`src/rtl/count_fifo_pkg.sv`:
```
// Shared defaults and width helpers for the count_fifo block.
package count_fifo_pkg;

  localparam int DEF_WIDTH = 8;
  localparam int DEF_DEPTH = 8;

  // The level counter needs one bit more than a pointer, so it can represent DEPTH itself.
  function automatic int level_w(input int depth);
    return $clog2(depth) + 1;
  endfunction

endpackage

```
`src/rtl/count_fifo_mem.sv`:
```
// Storage array for count_fifo: one synchronous write port and one asynchronous read port.
module count_fifo_mem
  import count_fifo_pkg::*;
#(
  parameter int WIDTH = DEF_WIDTH,
  parameter int DEPTH = DEF_DEPTH
) (
  input  logic                     clk,
  input  logic                     we_i,
  input  logic [$clog2(DEPTH)-1:0] waddr_i,
  input  logic [WIDTH-1:0]         wdata_i,
  input  logic [$clog2(DEPTH)-1:0] raddr_i,
  output logic [WIDTH-1:0]         rdata_o
);

  // The contents are not reset; the controller's level and pointers decide what is valid.
  logic [WIDTH-1:0] mem_q [DEPTH];

  always_ff @(posedge clk) begin
    if (we_i) mem_q[waddr_i] <= wdata_i;
  end

  assign rdata_o = mem_q[raddr_i];

endmodule

```
`src/rtl/count_fifo.sv`:
```
// FIFO that queues samples from an upstream counter and keeps a sticky overflow flag.
// Defining COUNT_FIFO_CHANGE_EN makes it accept only samples that differ from the last accepted one.
module count_fifo
  import count_fifo_pkg::*;
#(
  parameter int WIDTH = DEF_WIDTH,
  parameter int DEPTH = DEF_DEPTH
) (
  input  logic                        clk,
  input  logic                        reset,
  input  logic [WIDTH-1:0]            cin,
  input  logic                        cin_valid,
  output logic [WIDTH-1:0]            dout,
  output logic                        dout_valid,
  input  logic                        dout_ready,
  output logic                        full,
  output logic                        empty,
  output logic [level_w(DEPTH)-1:0]   level,
  output logic                        overflow,
  input  logic                        clr_ovf
);

  localparam int PW = $clog2(DEPTH);
  localparam int LW = level_w(DEPTH);

  logic [PW-1:0]    wr_ptr_q, wr_ptr_d;
  logic [PW-1:0]    rd_ptr_q, rd_ptr_d;
  logic [LW-1:0]    level_q, level_d;
  logic             ovf_q, ovf_d;
  logic [WIDTH-1:0] rd_data;
  logic             push_req, push, pop, drop;

  // Handshake: the head transfers on a rising edge where dout_valid and dout_ready are both 1;
  // cin_valid is a request that may be dropped (flagging overflow) when there is no room.
  assign empty      = (level_q == '0);
  assign full       = (level_q == LW'(DEPTH));
  assign dout_valid = ~empty;
  assign level      = level_q;
  assign overflow   = ovf_q;
  assign dout       = empty ? '0 : rd_data;

  assign pop  = dout_valid & dout_ready;

`ifdef COUNT_FIFO_CHANGE_EN
  logic [WIDTH-1:0] last_q;
  logic             seen_q;

  assign push_req = cin_valid & (~seen_q | (cin != last_q));

  always_ff @(posedge clk or negedge reset) begin
    if (!reset) begin
      last_q <= '0;
      seen_q <= 1'b0;
    end else if (push) begin
      last_q <= cin;
      seen_q <= 1'b1;
    end
  end
`else
  assign push_req = cin_valid;
`endif

  // A pop in the same cycle frees the slot, so a full FIFO can still accept.
  assign push = push_req & (~full | pop);
  assign drop = push_req & full & ~pop;

  always_comb begin
    wr_ptr_d = wr_ptr_q;
    rd_ptr_d = rd_ptr_q;
    level_d  = level_q;
    ovf_d    = ovf_q;
    if (push) wr_ptr_d = wr_ptr_q + PW'(1);
    if (pop)  rd_ptr_d = rd_ptr_q + PW'(1);
    case ({push, pop})
      2'b10:   level_d = level_q + LW'(1);
      2'b01:   level_d = level_q - LW'(1);
      default: level_d = level_q;
    endcase
    if (drop)         ovf_d = 1'b1;
    else if (clr_ovf) ovf_d = 1'b0;
  end

  always_ff @(posedge clk or negedge reset) begin
    if (!reset) begin
      wr_ptr_q <= '0;
      rd_ptr_q <= '0;
      level_q  <= '0;
      ovf_q    <= 1'b0;
    end else begin
      wr_ptr_q <= wr_ptr_d;
      rd_ptr_q <= rd_ptr_d;
      level_q  <= level_d;
      ovf_q    <= ovf_d;
    end
  end

  count_fifo_mem #(
    .WIDTH (WIDTH),
    .DEPTH (DEPTH)
  ) u_mem (
    .clk     (clk),
    .we_i    (push),
    .waddr_i (wr_ptr_q),
    .wdata_i (cin),
    .raddr_i (rd_ptr_q),
    .rdata_o (rd_data)
  );

endmodule

```
`config.mk`:
```
export PLATFORM = sky130hd
export DESIGN_NAME = count_fifo
export DESIGN_NICKNAME = d
export VERILOG_FILES = /design/src/rtl/count_fifo_pkg.sv /design/src/rtl/count_fifo_mem.sv /design/src/rtl/count_fifo.sv
export SDC_FILE = /design/constraint.sdc
export NUM_CORES = 1
export LEC_CHECK = 0
export BUFFER_PORTS_ARGS = -buffer_cell sky130_fd_sc_hd__buf_4
export CORE_MARGIN = 4
export CORE_UTILIZATION = 52
export DETAILED_ROUTE_END_ITERATION = 8
export PLACE_DENSITY_LB_ADDON = 0.08
export RECOVER_POWER = 100
export SLEW_MARGIN = 20
export SYNTH_ARGS = -nofsm -noshare
export SYNTH_HDL_FRONTEND = slang
export SYNTH_SLANG_ARGS = --single-unit
```
`constraint.sdc`:
```
create_clock -name clk -period 2.2 [get_ports clk]
set_input_delay 0.44 -clock clk [delete_from_list [all_inputs] [get_ports clk]]
set_output_delay 0.44 -clock clk [all_outputs]
set_load 0.01 [all_outputs]
```
==> results of run 1 <==
-- critical path, delay by kind of cell, from the launching register on --
family                 cells  cell delay, ns
buffers and inverters      2            0.30
DFF                        1            0.42
muxes                      2            0.68
and+or+nand+nor            1            0.06
-- area by class of cell --
type / count / area (µm²) / area share
clock buffers: 9 / 124 / 0.0334
clock inverters: 7 / 75.1 / 0.0203
inverters: 3 / 16.3 / 0.00439
multi-input cells: 82 / 838 / 0.226
flip-flops and latches: 75 / 2200 / 0.593
well taps: 72 / 90.1 / 0.0243
repair buffers: 51 / 363 / 0.0979
-- routing by layer --
layer / track usage / up-vias / wire, µm
li1: - / 766 / -
met1: 0.216 / 884 / 2520
met2: 0.297 / 37 / 3210
met3: 0.0408 / 10 / 277
met4: 0.0921 / 0 / 122
met5: 0 / - / 0
-- sequential cells by signal, summed over array words and instances (netlist names) --
name and flops:
level 4, u_mem.mem_q 64, rd_ptr_q 3, wr_ptr_q 3, overflow 1
-- cells in the final DEF, fill, tap and decap left out, types with 3 or more instances in the layout --
cell / synthesis / layout
nand2b_1: 3 / 3
nor2_1: 17 / 17
clkbuf_8: 0 / 9
mux2i_1: 8 / 8
xnor2_1: 4 / 4
mux4_2: 16 / 16
nor3_1: 3 / 3
xor2_1: 3 / 3
clkbuf_1: 2 / 14
clkbuf_4: 0 / 3
buf_4: 2 / 25
nand2_1: 5 / 5
dfrtp_1: 11 / 10
edfxtp_1: 64 / 64
clkbuf_2: 0 / 3
-- cell usage after synthesis, drive strengths merged, types with 2 or more instances --
| cell type | n |
|---|---|
| or4 | 2 |
| inv | 2 |
| dfrtp | 11 |
| o22ai | 2 |
| nor2 | 17 |
| buf | 7 |
| nand2b | 3 |
| clkbuf | 2 |
| mux2 | 3 |
| mux2i | 8 |
| edfxtp | 64 |
| nand3 | 2 |
| nand2 | 5 |
| ha | 3 |
| xor2 | 3 |
| mux4 | 16 |
| xnor2 | 4 |
| nor3 | 3 |
| a21oi | 2 |
-- cells by family (layout without fill, tap and decap cells) --
logic type | count (synthesis) | count (layout)
AOI/OAI and AO/OA | 9 | 9
DFF | 75 | 75
muxes | 27 | 27
xor gates and xnor gates | 7 | 7
and+or+nand+nor | 36 | 36
adders and majority gates | 3 | 3
buffers and inverters | 12 | 70
-- through the flow --
step	total power [W]	setup TNS (ns)	utilization	instance area (µm²)	worst slack (ns)
4_1_cts	0.00494	-0.311	0.657	3710	-0.0625
6_report	0.00495	-0.111	0.657	3700	-0.0365
3_3_place_gp	0.00380	0	0.619	3490	0.149
5_1_grt	0.00524	-1.28	0.657	3700	-0.123
3_5_place_dp	0.00390	0	0.619	3490	0.0128
2_1_floorplan	0.00313	0	-	3090	0.0156
-- power groups by stage --
stage / Clock (W) / Sequential [W] / Combinational (W)
after detailed placement: 0 / 0.00206 / 0.00184
after CTS: 0.00106 / 0.00203 / 0.00185
final: 0.00105 / 0.00204 / 0.00186
after global routing: 0.00114 / 0.00207 / 0.00204
after floorplan: 0 / 0.00195 / 0.00118
after global placement: 0 / 0.00203 / 0.00177
-- path summary, 6_finish.rpt --
check	startpoint	to	slack, ns	cells past startpoint
setup / recovery	rd_ptr_q[0]	dout[5]	-0.04	5
hold / removal	clr_ovf	overflow	0.30	2
setup reg to reg	level[2]	level[2]	0.04	7
hold reg to reg	wr_ptr_q[0]	wr_ptr_q[0]	0.52	1
max in group asynchronous	reset	rd_ptr_q[0]	1.13	2
min in group asynchronous	reset	wr_ptr_q[2]	0.63	2
-- what timing repair did --
item                                   in CTS  in global routing
cloned                                      0                  1
buffers inserted                            0                  4
setup endpoints to repair                  10                 34
pin swaps                                   0                  3
gates resized for setup                     3                  7
hold buffers                                1                  0
endpoints found under the hold margin      11                  0
==> impl_metrics.toml, run 1 <==
[timing]
fin_crit_ns = 2.24
fin_crit_sh = 1.02
setup_viol = 7
maxSlewHeadroom = 0.584
finClkSkew_ns = 0.0110
holdWs_ns = 0.297
rsz0062_at_grt = "true"
finalMaxSlewViolations = 0
fmax_mhz = 447
hold_viol = 0
setup_ws_ns = -0.0365
worst_pin_slew_ns = 0.625

[global_route]
grt_util_all_layers = 0.178
grt_pass1_wl_um = 9390
grt_pass1_vias = 1819
antenna_found_initial = 0
grt_max_degree = 19
overflow = 0

[floorplanning]
fp.dieH_um = 85.0
die_area_mm2 = 0.00722
start_util = 0.546
num_rows = 27
ios = 29
die_width_um = 85.0
coreArea_mm2 = 0.00564

[yosys]
synth-xor-area-share = 0.0199
syn_area_per_cell_um2 = 18.2
synthMuxAreaShare = 0.154
yosys.cell_types.count = 33
synth-warning-count = 0
synthFlopType = "edfxtp_1"
synthArstFlopShare = 0.147
ys_seq_elements = 75
yosysTopAreaCell = "edfxtp_1"
synth_nets = 185
netlist_instances = 169
ys_seq_area_frac = 0.713
netlist_area_mm2 = 0.00308
synth-compound-area-share = 0.0244
synth_edf_count = 64
synth_top_area_frac = 0.624
synthTopCellsByArea = "edfxtp_1 62%, mux4_2 12%, dfrtp_1 8.9%"
synthAdderAreaFrac = 0.0122
synth-simple-area-share = 0.0560
synth_top_family_by_area = "multiplexers"

[power_and_ir_drop]
p_leak_nw = 1.33
swShare = 0.324
peakVddDrop_v = 0.000715
switchingPower_w = 0.00160
sequentialPowerShare = 0.412
power_density_mw_per_mm2 = 1340
intPower_w = 0.00334
p_comb_frac = 0.376
pwr-share-clk = 0.211

[critical_path]
critPathCaptureType = "primary output"
critPathKind = "register to primary output"
worstSetupStartpointType = "register"
required_ns = 1.76
worstPathCellList = "buf_12 -> mux4_2 -> mux2i_1 -> nor2_1 -> buf_4"
worstPathArrival_ns = 1.80
worstPathMaxFanout = 9
critPathSlowestCell = "mux4_2"
crit_path_max_incr_delay_ns = 0.51

[place]
io_buffers = 28
dpl.hpwl_um = 3980
routabilityCongestion = 0.802
dp.cells = 277

[detailed_routing]
drcViolationCount = 0
wl_per_cell_um = 20.5
drt_wl_total_um = 6130
vias_per_cell = 5.68
dr_total_vias = 1697
antenna_left = 0
drtPass1Iterations = 4
drt-initial-drc-count = 112

[clocking]
clk_path_buf_depth = 2
root_buffer = "clkbuf_8"
insertion_delay_ns = 0.34
path_clk_slew_ns = 0.08
clock-sinks = 75
htreeDepth = 3
cts_tree = "yes"
cts_inserted_buffers = 9

[finish]
fin_cells = 299
layout-drive-gt1-share = 0.339
fillers = 411
nNetsFinal = 238
antenna_cells = 0
areaGrowthSynthToFinish_pct = 20.2

[worst_hold_path]
hold_path.class = "input pin to register"

[outcome]
failed_checks = "setup timing"
status = "finished with violations"

[flow_run]
cap_violations = 0
(Power assumes the default switching activity.)
==> run 2: changes to the inputs <==
--- a/config.mk
+++ b/config.mk
@@ -6,11 +6,13 @@
 export NUM_CORES = 1
 export LEC_CHECK = 0
 export BUFFER_PORTS_ARGS = -buffer_cell sky130_fd_sc_hd__buf_4
+export CAP_MARGIN = 25
 export CORE_MARGIN = 4
 export CORE_UTILIZATION = 52
 export DETAILED_ROUTE_END_ITERATION = 8
 export PLACE_DENSITY_LB_ADDON = 0.08
 export RECOVER_POWER = 100
+export SETUP_SLACK_MARGIN = 0.05
 export SLEW_MARGIN = 20
 export SYNTH_ARGS = -nofsm -noshare
 export SYNTH_HDL_FRONTEND = slang
==> constraint.sdc (replaced) <==
create_clock -name clk -period 2.2 [get_ports clk]
set_input_delay 0.33 -clock clk [delete_from_list [all_inputs] [get_ports clk]]
set_output_delay 0.33 -clock clk [all_outputs]
set_load 0.01 [all_outputs]
==> run 2 against run 1 <==
The run now ends clean. Highest routed layer unchanged. Critical path depth unchanged. Critical path type unchanged. Global-route usage up 0.34 points. Hold slack worse by 0.10 ns. Critical endpoint is now dout[3]. Clock skew up 0.00077 ns.
==> impl_metrics.toml, run 2 (same netlist as run 1, synthesis figures left out) <==
[critical_path]
critPathKind = "register to primary output"
required_ns = 1.87
worstPathMaxFanout = 9
worstSetupStartpointType = "register"
reg2reg_from = "level[3]"
reg2regPathDepth = 5
worstPathArrival_ns = 1.86
critPathCaptureType = "primary output"
crit_start = "rd_ptr_q[0]"

[timing]
hold_viol = 0
rsz0062_at_grt = "true"
fin_crit_ns = 2.19
fin_crit_sh = 0.997
holdWs_ns = 0.197
worst_pin_slew_ns = 0.672
finClkSkew_ns = 0.0118
maxSlewHeadroom = 0.552
fmax_mhz = 456
setup_ws_ns = 0.00586
setup_viol = 0
finalMaxSlewViolations = 0

[floorplanning]
num_rows = 27
die_area_mm2 = 0.00722
start_util = 0.546
die_width_um = 85.0
ios = 29
fp.dieH_um = 85.0
coreArea_mm2 = 0.00564

[place]
io_buffers = 28
dp.cells = 283
dpl.hpwl_um = 4100
routabilityCongestion = 0.918
place_ws_ns = 0.117

[clocking]
insertion_delay_ns = 0.35
path_clk_slew_ns = 0.08
clock-sinks = 75
root_buffer = "clkbuf_8"
clk_path_buf_depth = 2
cts_inserted_buffers = 9
htreeDepth = 3
cts_tree = "yes"

[power_and_ir_drop]
p_leak_nw = 1.41
peakVddDrop_v = 0.000749
p_total_w = 0.00513
power_density_mw_per_mm2 = 1340

[detailed_routing]
drt-initial-drc-count = 137
drtPass1Iterations = 5
wl_per_cell_um = 20.8
vias_per_cell = 5.64
antenna_left = 0
dr_total_vias = 1743
drt_wl_total_um = 6430
drcViolationCount = 0

[global_route]
grt_pass1_wl_um = 9560
overflow = 0
grtUsageMet1 = 0.226
grt_pass1_vias = 1805
grt_max_degree = 19
use_met2 = 0.308
grtUsageMet3 = 0.0515
antenna_found_initial = 0
grt_util_all_layers = 0.181
grt-busiest-layer = "met2"

[worst_hold_path]
whs_path_depth = 2
hold_path.class = "input pin to register"
min_from = "clr_ovf"

[finish]
largest_reg_flops = 64
fillers = 401
largest_register = "u_mem.mem_q"
final_cell_mix = "64 x edfxtp_1, 44 x buf_4, 17 x nor2_1"
antenna_cells = 0
fin_cells = 309
layout-drive-gt1-share = 0.405
areaGrowthSynthToFinish_pct = 24.8
layout_commonest_cell = "edfxtp_1"
nNetsFinal = 248

[flow_run]
cap_violations = 0

[outcome]
status = "completed"
==> run 2: per-layer routing <==
| layer | wire (µm) | share of wire |
|---|---|---|
| met1 | 2720 | 0.42 |
| met2 | 3410 | 0.53 |
| met3 | 242 | 0.038 |
| met4 | 57 | 0.0089 |
| met5 | 0 | 0 |
==> run 2: stage by stage <==
stage / area (µm²) / TNS (ns) / util
after floorplan: 3090 / 0 / -
after global placement: 3530 / 0 / 0.625
after detailed placement: 3530 / 0 / 0.625
after CTS: 3790 / 0 / 0.672
after global routing: 3840 / -0.355 / 0.682
final: 3840 / 0 / 0.682
==> run 2: worst max-delay path, stage by stage (launching register included) <==
cell and delay [ns]:
dfrtp_2 0.46, clkbuf_16 0.21, mux4_2 0.51, mux2i_1 0.14, nor2_1 0.07, buf_4 0.14
==> run 2: final timing paths <==
| kind | endpoint | slack, ns |
|---|---|---|
| max | dout[3] | 0.006 |
| min | overflow | 0.20 |
| max reg2reg | level[1] | 0.11 |
| min reg2reg | wr_ptr_q[0] | 0.52 |
| max in group asynchronous | level[0] | 1.20 |
| min in group asynchronous | wr_ptr_q[2] | 0.53 |
==> run 2: repair_timing <==
item,in CTS,in global routing
endpoints found under the hold margin,11,0
hold buffers,1,0
cloned,1,2
pin swaps,1,2
buffers inserted,4,2
setup endpoints to repair,9,26
gates resized for setup,8,7
==> run 2: area by class of cell <==
cell class	instances	area [µm²]	area share
Timing Repair Buffer	60	463	0.120
Clock buffer	11	141	0.0368
Timing Repair inverter	1	8.76	0.00228
Multi-Input combinational cell	82	861	0.224
Clock inverter	5	53.8	0.0140
Tap cell	72	90.1	0.0234
Inverter	3	23.8	0.00618
Sequential cell	75	2200	0.573
==> run 2: power breakdown <==
part           leakage (nW)  total (W)  internal, W  switching (W)
registers             0.709    0.00210      0.00183       0.000273
logic                 0.599    0.00199      0.00112       0.000875
clock network         0.103    0.00104     0.000551       0.000491
total                  1.41    0.00513      0.00349        0.00164
==> run 3: changes to the inputs <==
--- a/config.mk
+++ b/config.mk
@@ -7,9 +7,10 @@
 export LEC_CHECK = 0
 export BUFFER_PORTS_ARGS = -buffer_cell sky130_fd_sc_hd__buf_4
 export CAP_MARGIN = 25
-export CORE_MARGIN = 4
+export CORE_MARGIN = 2
 export CORE_UTILIZATION = 52
 export DETAILED_ROUTE_END_ITERATION = 8
+export HOLD_SLACK_MARGIN = 0.05
 export PLACE_DENSITY_LB_ADDON = 0.08
 export RECOVER_POWER = 100
 export SETUP_SLACK_MARGIN = 0.05
==> run 3 against run 2 <==
Clock-buffer cell count is 2 lower. Sequential share of layout area is 0.44 points higher. Highest routed layer unchanged. Global-route usage is 1.6 points higher. Die area is 9.2% lower. Largest cell class unchanged. Final cell count stayed put. Worst setup slack better by 0.030 ns. Clock power is 4% higher. Register-to-register slack worse by 0.02 ns. Via count is 3.4% lower. Sequential power is 2% lower. Fmax is 1.4% higher. Combinational power is 4% lower.
==> impl_metrics.toml, run 3 (same netlist as run 1, synthesis figures left out) <==
[finish]
largest_register = "u_mem.mem_q"
multi_input_area_um2 = 853
areaGrowthSynthToFinish_pct = 23.8
seq_area_mm2 = 0.00220
fillers = 429
nNetsFinal = 245
antenna_cells = 0
layout-drive-gt1-share = 0.385
final_cell_mix = "64 x edfxtp_1, 42 x buf_4, 17 x nor2_1"
largest_reg_flops = 64
layout_commonest_cell = "edfxtp_1"

[worst_hold_path]
hold_path.class = "input pin to register"

[timing]
setup_tns_ns = 0
rsz0062_at_grt = "true"
holdWs_ns = 0.205
finClkSkew_ns = 0.00457
hold_viol = 0
finalMaxSlewViolations = 0
worst_pin_slew_ns = 0.602
fmax_mhz = 462
fin_crit_sh = 0.984
fin_crit_ns = 2.16
maxSlewHeadroom = 0.599
setup_viol = 0

[critical_path]
reg2reg_to = "level[2]"
endpoint = "dout[2]"
worstPathMaxFanout = 6
critPathKind = "register to primary output"
worstSetupStartpointType = "register"
crit_start = "rd_ptr_q[0]"
critPathCaptureType = "primary output"
critPathSlowestCell = "mux4_2"
reg2reg_slack_ns = 0.09
reg2reg_from = "level[2]"
required_ns = 1.87
worstPathCellList = "buf_12 -> mux4_2 -> mux2i_1 -> nor2_1 -> buf_4"
crit_path_max_incr_delay_ns = 0.51
worstPathArrival_ns = 1.83
reg2regPathDepth = 7

[floorplanning]
ios = 29
fp.dieH_um = 81.0
die_width_um = 81.0
num_rows = 28
coreArea_mm2 = 0.00582
start_util = 0.530
die_area_mm2 = 0.00656

[global_route]
grt_pass1_vias = 1772
grt_max_degree = 13
overflow = 0
grt_util_all_layers = 0.197
grt_pass1_wl_um = 9120
antenna_found_initial = 0

[clocking]
clock-sinks = 75
cts_inserted_buffers = 9
path_clk_slew_ns = 0.07
insertion_delay_ns = 0.33
root_buffer = "clkbuf_8"
htreeDepth = 3
clk_path_buf_depth = 2
cts_tree = "yes"

[power_and_ir_drop]
p_leak_nw = 1.39
p_total_w = 0.00505
peakVddDrop_v = 0.000746
power_density_mw_per_mm2 = 1330

[detailed_routing]
vias_per_cell = 5.45
antenna_left = 0
dr_total_vias = 1683
drtPass1Iterations = 4
drt-initial-drc-count = 80
drt_wl_total_um = 5770
drcViolationCount = 0
wl_per_cell_um = 18.7

[place]
dpl.hpwl_um = 3890
io_buffers = 28
routabilityCongestion = 0.779

[flow_run]
cap_violations = 0

[outcome]
status = "completed"
run 3: power by group:
group | internal, W | switching [W]
registers | 0.00182 | 0.000233
logic | 0.00105 | 0.000860
clock network | 0.000625 | 0.000460
run 3: stage by stage:
stage / setup slack [ns] / util / area, µm² / std cells
final: 0.0355 / 0.656 / 3810 / 309
after global routing: -0.0603 / 0.656 / 3810 / 309
after CTS: 0.00787 / 0.653 / 3790 / 307
after detailed placement: 0.0622 / 0.610 / 3540 / 288
after global placement: 0.127 / 0.610 / 3540 / 288
after floorplan: 0.0156 / - / 3090 / 169
run 3: layer usage:
metal	global-route usage	vias up	wire [µm]
met3	0.0367	4	209
met4	0.0814	0	59
met1	0.255	862	2400
li1	-	779	-
met2	0.331	38	3090
met5	0	-	0
run 3: critical path: cells and delay by family (launching register included):
kind | cells | cell delay (ns)
simple gates | 1 | 0.07
mux | 2 | 0.69
flops | 1 | 0.45
buf+inv | 2 | 0.29
run 3: how the worst min path moves through the flow:
stage / startpoint / endpoint / depth (start not counted)
after floorplan: reset / level[0] / 0
after global placement: reset / wr_ptr_q[0] / 1
after detailed placement: reset / wr_ptr_q[2] / 1
after CTS: clr_ovf / overflow / 2
after global routing: clr_ovf / overflow / 2
final: clr_ovf / overflow / 2
run 3: layout make-up:
type | count | share of cell area
repair buffers | 58 | 0.114
clock inverters | 7 | 0.0217
flip-flops and latches | 75 | 0.577
clock buffers | 9 | 0.0325
multi-input cells | 82 | 0.224
inverters | 3 | 0.00623
well taps | 75 | 0.0246
run 3: repair_timing:
| item | 4_1_cts | 5_1_grt |
|---|---|---|
| hold endpoints to repair | 11 | 0 |
| endpoints found under the setup margin | 10 | 9 |
| pin swaps | 1 | 5 |
| hold buffers | 1 | 0 |
| cloned | 0 | 1 |
| resized for setup | 6 | 8 |
| setup buffers | 2 | 1 |
